<file path="config.mk">
export PLATFORM = sky130hd
export DESIGN_NAME = uart_rx_fifo_flat
export DESIGN_NICKNAME = d
export VERILOG_FILES = /design/src/rtl/uart_rx_fifo_if.sv /design/src/rtl/uart_rx_fifo.sv /design/src/flat_wrapper.sv
export SDC_FILE = /design/constraint.sdc
export NUM_CORES = 1
export LEC_CHECK = 0
export ABC_AREA = 1
export CAP_MARGIN = 10
export CORE_ASPECT_RATIO = 1.75
export CORE_MARGIN = 1
export CORE_UTILIZATION = 45
export DETAILED_ROUTE_END_ITERATION = 7
export GPL_TIMING_DRIVEN = 0
export PLACE_DENSITY = 0.74
export RECOVER_POWER = 100
export SETUP_SLACK_MARGIN = 0.3
export SLEW_MARGIN = 5
export SYNTH_ARGS = -nofsm -noshare
export SYNTH_HDL_FRONTEND = slang
export SYNTH_SLANG_ARGS = --single-unit
</file>
<file path="constraint.sdc">
create_clock -name clk_i -period 1.9 [get_ports clk_i]
set_input_delay 0.38 -clock clk_i [delete_from_list [all_inputs] [get_ports clk_i]]
set_output_delay 0.38 -clock clk_i [all_outputs]
set_load 0.03 [all_outputs]
</file>
<file path="src/rtl/uart_rx_fifo_if.sv">
// uart_rx_fifo_if: host read port of the buffered UART receiver.
// The host pops with rd; data, valid and occupancy come back from the FIFO.
interface uart_rx_fifo_if #(
    parameter int FIFO_DEPTH = 8
);
    logic                        rd;
    logic [7:0]                  rd_data;
    logic                        rd_valid;
    logic [$clog2(FIFO_DEPTH):0] count;

    modport master (
        output rd,
        input  rd_data,
        input  rd_valid,
        input  count
    );

    modport slave (
        input  rd,
        output rd_data,
        output rd_valid,
        output count
    );
endinterface

</file>
<file path="src/rtl/uart_rx_fifo.sv">
// uart_rx_fifo: 16x oversampled 8N1 receiver feeding a show-ahead FIFO.
// Framing errors and dropped bytes are reported as one-cycle pulses.
module uart_rx_fifo #(
    parameter int CLK_FREQ   = 50000000,
    parameter int BAUD_RATE  = 115200,
    parameter int FIFO_DEPTH = 8
) (
    input  logic          clk_i,
    input  logic          rst_ni,
    input  logic          rx_enable,
    input  logic          rx,
    uart_rx_fifo_if.slave rd_port,
    output logic          busy,
    output logic          frame_err,
    output logic          overflow
);
    localparam int DIV = CLK_FREQ / (BAUD_RATE * 16);
    localparam int TW  = (DIV > 1) ? $clog2(DIV) : 1;
    localparam int AW  = $clog2(FIFO_DEPTH);
    localparam int CW  = AW + 1;
    localparam logic [TW-1:0] TICK_AT = TW'(DIV - 1);
    localparam logic [CW-1:0] FULL_AT = CW'(FIFO_DEPTH);

    typedef enum logic [2:0] {
        IDLE, START, DATA, STOP, BRK
    } state_t;

    state_t        state, state_n;
    logic          rx_s1, rx_s2, rx_d;
    logic          fall, run, tick, decide, wrap;
    logic [TW-1:0] tcnt;
    logic [3:0]    os;
    logic          s6, s7, bit_val;
    logic [2:0]    bit_cnt;
    logic [7:0]    shreg;
    logic          push_req, ferr_set, shift_en;

    logic [7:0]    mem [FIFO_DEPTH];
    logic [AW-1:0] wr_ptr, rd_ptr;
    logic [CW-1:0] cnt;
    logic          valid, full, pop, do_push;

    always_ff @(posedge clk_i or negedge rst_ni) begin
        if (!rst_ni) begin
            rx_s1 <= 1'b1;
            rx_s2 <= 1'b1;
            rx_d  <= 1'b1;
        end else begin
            rx_s1 <= rx;
            rx_s2 <= rx_s1;
            rx_d  <= rx_s2;
        end
    end

    assign fall    = rx_d & ~rx_s2;
    assign run     = rx_enable && (state != IDLE);
    assign tick    = run && (tcnt == TICK_AT);
    // samples land as os becomes 6 and 7; the vote fires as os becomes 8
    assign decide  = tick && (os == 4'd7);
    assign wrap    = tick && (os == 4'd15);
    assign bit_val = (s6 & s7) | (s6 & rx_s2) | (s7 & rx_s2);

    always_ff @(posedge clk_i or negedge rst_ni) begin
        if (!rst_ni) begin
            tcnt <= '0;
            os   <= '0;
        end else if (!run) begin
            tcnt <= '0;
            os   <= '0;
        end else if (tick) begin
            tcnt <= '0;
            os   <= os + 4'd1;
        end else begin
            tcnt <= tcnt + 1'b1;
        end
    end

    always_ff @(posedge clk_i or negedge rst_ni) begin
        if (!rst_ni) begin
            s6      <= 1'b1;
            s7      <= 1'b1;
            bit_cnt <= '0;
            shreg   <= '0;
        end else begin
            if (tick && os == 4'd5) s6 <= rx_s2;
            if (tick && os == 4'd6) s7 <= rx_s2;
            if (state != DATA) bit_cnt <= '0;
            else if (wrap) bit_cnt <= bit_cnt + 3'd1;
            if (shift_en) shreg <= {bit_val, shreg[7:1]};
        end
    end

    always_ff @(posedge clk_i or negedge rst_ni) begin
        if (!rst_ni) state <= IDLE;
        else state <= state_n;
    end

    always_comb begin
        state_n  = state;
        push_req = 1'b0;
        ferr_set = 1'b0;
        shift_en = 1'b0;
        if (!rx_enable) begin
            state_n = IDLE;
        end else begin
            unique case (state)
                IDLE:  if (fall) state_n = START;
                START: begin
                    if (decide && bit_val) state_n = IDLE;
                    else if (wrap) state_n = DATA;
                end
                DATA: begin
                    shift_en = decide;
                    if (wrap && bit_cnt == 3'd7) state_n = STOP;
                end
                STOP: begin
                    if (decide) begin
                        push_req = bit_val;
                        ferr_set = ~bit_val;
                        state_n  = bit_val ? IDLE : BRK;
                    end
                end
                BRK:   if (rx_s2) state_n = IDLE;
                default: state_n = IDLE;
            endcase
        end
    end

    assign busy    = (state != IDLE);
    assign valid   = (cnt != '0);
    assign full    = (cnt == FULL_AT);
    assign pop     = rd_port.rd && valid;
    assign do_push = push_req && (!full || pop);

    always_ff @(posedge clk_i) begin
        if (do_push) mem[wr_ptr] <= shreg;
    end

    always_ff @(posedge clk_i or negedge rst_ni) begin
        if (!rst_ni) begin
            wr_ptr    <= '0;
            rd_ptr    <= '0;
            cnt       <= '0;
            frame_err <= 1'b0;
            overflow  <= 1'b0;
        end else begin
            if (do_push) wr_ptr <= wr_ptr + 1'b1;
            if (pop) rd_ptr <= rd_ptr + 1'b1;
            cnt       <= cnt + {{AW{1'b0}}, do_push} - {{AW{1'b0}}, pop};
            frame_err <= ferr_set;
            overflow  <= push_req && full && !pop;
        end
    end

    assign rd_port.rd_valid = valid;
    assign rd_port.rd_data  = valid ? mem[rd_ptr] : 8'h00;
    assign rd_port.count    = cnt;
endmodule

</file>
<file path="src/flat_wrapper.sv">
// flat-port wrapper written by rule: the top's interface ports become plain ports
module uart_rx_fifo_flat 
#(
    parameter int CLK_FREQ   = 50000000,
    parameter int BAUD_RATE  = 115200,
    parameter int FIFO_DEPTH = 8
)
  (clk_i, rst_ni, rx_enable, rx, busy, frame_err, overflow, rd_port_rd, rd_port_rd_data, rd_port_rd_valid, rd_port_count);
  uart_rx_fifo_if #(.FIFO_DEPTH(FIFO_DEPTH)) rd_port_i ();
  input  logic clk_i;
  input  logic rst_ni;
  input  logic rx_enable;
  input  logic rx;
  output logic busy;
  output logic frame_err;
  output logic overflow;
  input wire logic [$bits(rd_port_i.rd)-1:0] rd_port_rd;
  output wire logic [$bits(rd_port_i.rd_data)-1:0] rd_port_rd_data;
  output wire logic [$bits(rd_port_i.rd_valid)-1:0] rd_port_rd_valid;
  output wire logic [$bits(rd_port_i.count)-1:0] rd_port_count;
  assign rd_port_i.rd = rd_port_rd;
  assign rd_port_rd_data = rd_port_i.rd_data;
  assign rd_port_rd_valid = rd_port_i.rd_valid;
  assign rd_port_count = rd_port_i.count;
  uart_rx_fifo #(.CLK_FREQ(CLK_FREQ), .BAUD_RATE(BAUD_RATE), .FIFO_DEPTH(FIFO_DEPTH)) u_core (.clk_i(clk_i), .rst_ni(rst_ni), .rx_enable(rx_enable), .rx(rx), .rd_port(rd_port_i), .busy(busy), .frame_err(frame_err), .overflow(overflow));
endmodule
</file>
==> reports/results.ini <==
[run_status]
status = finished with violations
violations = negative setup slack

[place]
dp_hpwl_um = 6610
placed_area_um2 = 5080
gp_congestion = 0.851
io_buffers = 20
place_ws_ps = -1040

[power]
powerDensity_nw_per_um2 = 1400
vdd_drop_max_mv = 0.914
total_power_uw = 9030
power.leakage_uw = 0.00273

[cts]
clock_sinks = 104
worst_skew_pair.late_latency_ps = 350
cts_tree = done
cts.htree.levels = 3
cts_buffer_depth = 2
cts_root_buf = clkbuf_16
clk_pin_slew_worst_paths_ps = 70
numCtsBuffers = 9

[detailed_routing]
drc = 0
vias = 3396
drt_first_iter_violations = 214
post_drt_wl_per_cell_um = 19.8
drt_pre_antenna_iters = 4
postRouteAntennaNets = 0
finalWirelength_um = 12200
vias_per_cell = 5.50

[hold_path]
hp-class = reg -> reg

[critical_path]
critPathCapture = rd_port_rd_data[5]
worst_path_dominant_cell_family = compound AO/OA/AOI/OAI gates
worstReg2RegStart = u_core.rx_s2
worst_path_largest_cell_delay_ps = 380
startpoint = u_core.rd_ptr[0]
start_kind = flop
critPathCaptureType = primary output
timing.rr.end = u_core.rd_port.count[1]
crit_path_frequent_cell = buf_8
worstPathMaxFanout = 6
r2r_setup_slack_ps = -200
reg2reg_depth = 10
crit_arrival_ps = 1800
slowest_stage = dfrtp_1
worstSetupPathDepth = 8
path_cells = buf_8 -> clkinv_8 -> buf_8 -> o21ai_4 -> o22ai_2 -> o21ai_2 -> a31oi_2 -> buf_6
crit_buf_inv = 4
critPathKind = reg -> out
critPathRequiredTime_ps = 1520

[synth]
ys_seq_elements = 104
synth.net_count = 424
async_reset_ff_share_pct = 38.5
synth_ff_type = edfxtp_1
ys_types = 34
synth_warnings = 0
syn_inst = 403
synth.area.top_cells = edfxtp_1, dfrtp_1, nor2_1, o21ai_0, ha_1
syn_area_per_cell_um2 = 11.3
synth_area_um2 = 4550
yosysSeqAreaShare_pct = 64.3
yosys.area.top_type = edfxtp_1
netlist.area_leader.share_pct = 42.2
synth_edf_count = 64

[sta]
skew_ps = 9.40
min_period_ps = 2180
finalMaxSlewViolations = 0
setup_ws_ps = -279
grt_setup_unrepaired = yes
period_share_pct = 115
slew-limit-headroom_pct = 50.7
tightestPinTransition_ps = 739
finalSetupViolations = 88
whs_ps = 357
hold_viol_final = 0
fmaxAchievable_ghz = 0.459

[final_layout]
final_area_um2 = 6460
drive_gt1_share_pct = 46.3
syn_to_final_growth_pct = 41.9
final_util_pct = 65.6
fin_nets = 508
fill_cells = 657
antennaDiodeCount = 0

[grt]
grt_pass1_wl_um = 18300
grt_pass1_vias = 3523
grt_usage_pct = 23.8
grt_antenna_before_repair = 0
grt_start_max_net_pins = 28
grt_overflow = 0

[die]
start_util_pct = 46.2
die_w_um = 78.0
dieHeight_um = 135
pin_count = 21
rows = 48
dieArea_um2 = 10500
coreArea_um2 = 9850

[flow_run]
cap_violations = 0

[final cells by class]
| type | count | area, um^2 | area share, % |
|---|---|---|---|
| timing repair buffer | 72 | 753 | 11.7 |
| tap | 125 | 156 | 2.42 |
| clock buffer | 11 | 233 | 3.60 |
| clock inverter | 5 | 65.1 | 1.01 |
| sequential | 104 | 2940 | 45.4 |
| multi-input combinational | 254 | 2000 | 31.0 |
| buffer | 10 | 139 | 2.15 |
| inverter | 36 | 174 | 2.69 |
[repair_timing]
action | CTS | global route
buffers inserted | 33 | 16
resized for setup | 227 | 57
endpoints found under the hold margin | 8 | 0
cloned | 2 | 0
hold buffers | 1 | 0
setup endpoints to repair | 99 | 106
pin swaps | 41 | 29
[registers in the layout (all words and copies together), names as in the netlist, 3 cells and up]
name                  flops
u_core.state              3
u_core.os                 4
u_core.rd_port.count      4
u_core.wr_ptr             3
u_core.bit_cnt            3
u_core.shreg              8
u_core.rd_ptr             3
u_core.mem               64
u_core.tcnt               5
[through the flow]
stage | std cells | setup TNS (ps)
4_1_cts | 601 | -8110
2_1_floorplan | 403 | -786
5_1_grt | 617 | -18710
3_5_place_dp | 549 | -47020
3_3_place_gp | 548 | -66800
6_report | 617 | -12500
[power by group]
group / leakage (uW) / internal (uW) / switching [uW] / total, uW
clock network: 0.000138 / 1040 / 839 / 1880
registers: 0.00125 / 2510 / 129 / 2640
logic: 0.00134 / 1950 / 2570 / 4510
total: 0.00273 / 5500 / 3540 / 9030
[worst min path at each step]
stage | startpoint | end | slack (ps) | cells after the start
finish | u_core.rx_s1 | u_core.rx_s2 | 360 | 0
global route | u_core.rx_s1 | u_core.rx_s2 | 360 | 0
CTS | u_core.rx_s1 | u_core.rx_s2 | 360 | 0
detailed placement | rst_ni | u_core.tcnt[1] | 300 | 1
global placement | u_core.rx_s1 | u_core.rx_s2 | 350 | 0
floorplan | rst_ni | u_core.bit_cnt[0] | 80 | 0
[worst reg2reg max path, delay by kind of cell (launching register included)]
kind	cells	cell delay [ps]
AND/OR/NAND/NOR	5	540
buffers and inverters	3	160
adder cells (fa/ha/maj)	2	650
flip-flops	1	640
[synth_stat cells, types with 2 or more instances]
master,n
xor2_1,4
nand3_1,14
o21ai_0,48
nor2_4,2
inv_2,3
inv_1,33
clkbuf_1,10
o22ai_1,9
a21oi_1,6
a31oi_1,8
xnor2_1,4
nor3b_2,2
nand2_2,3
nor3_1,2
mux2_2,5
nand2_1,43
nor2_2,3
dfstp_2,5
edfxtp_1,64
nand4_1,2
ha_1,15
nor2_1,71
mux2_4,2
dfrtp_1,35
[placed cells by master (no fill, tap or decap), types with 11 or more instances in the layout]
cell,synthesis,final
edfxtp_1,64,64
nand2_1,43,27
o21ai_0,48,17
buf_4,0,24
inv_1,33,17
ha_1,15,11
buf_6,0,30
nor2_1,71,49
dfrtp_1,35,29
nor2_4,2,17
clkbuf_16,0,12
o21ai_2,0,20
[logic make-up after synthesis]
kind of cell,after synthesis,synth area share [%]
and+or+nand+nor,148,14.9
buffers and inverters,46,3.79
xor gates and xnor gates,8,1.54
adders and majority gates,16,4.56
AOI/OAI and AO/OA,74,8.99
muxes,7,1.90
DFF,104,64.3
[layer usage]
| layer | vias to the layer above | GRT usage [%] | share of wire, % |
|---|---|---|---|
| met3 | 52 | 3.11 | 2.8 |
| met1 | 1670 | 22.7 | 34 |
| met4 | 0 | 14.4 | 5.8 |
| met5 | - | 0 | 0 |
| met2 | 102 | 47.0 | 57 |
| li1 | 1572 | - | - |
Power figures use the tool's default switching activity.
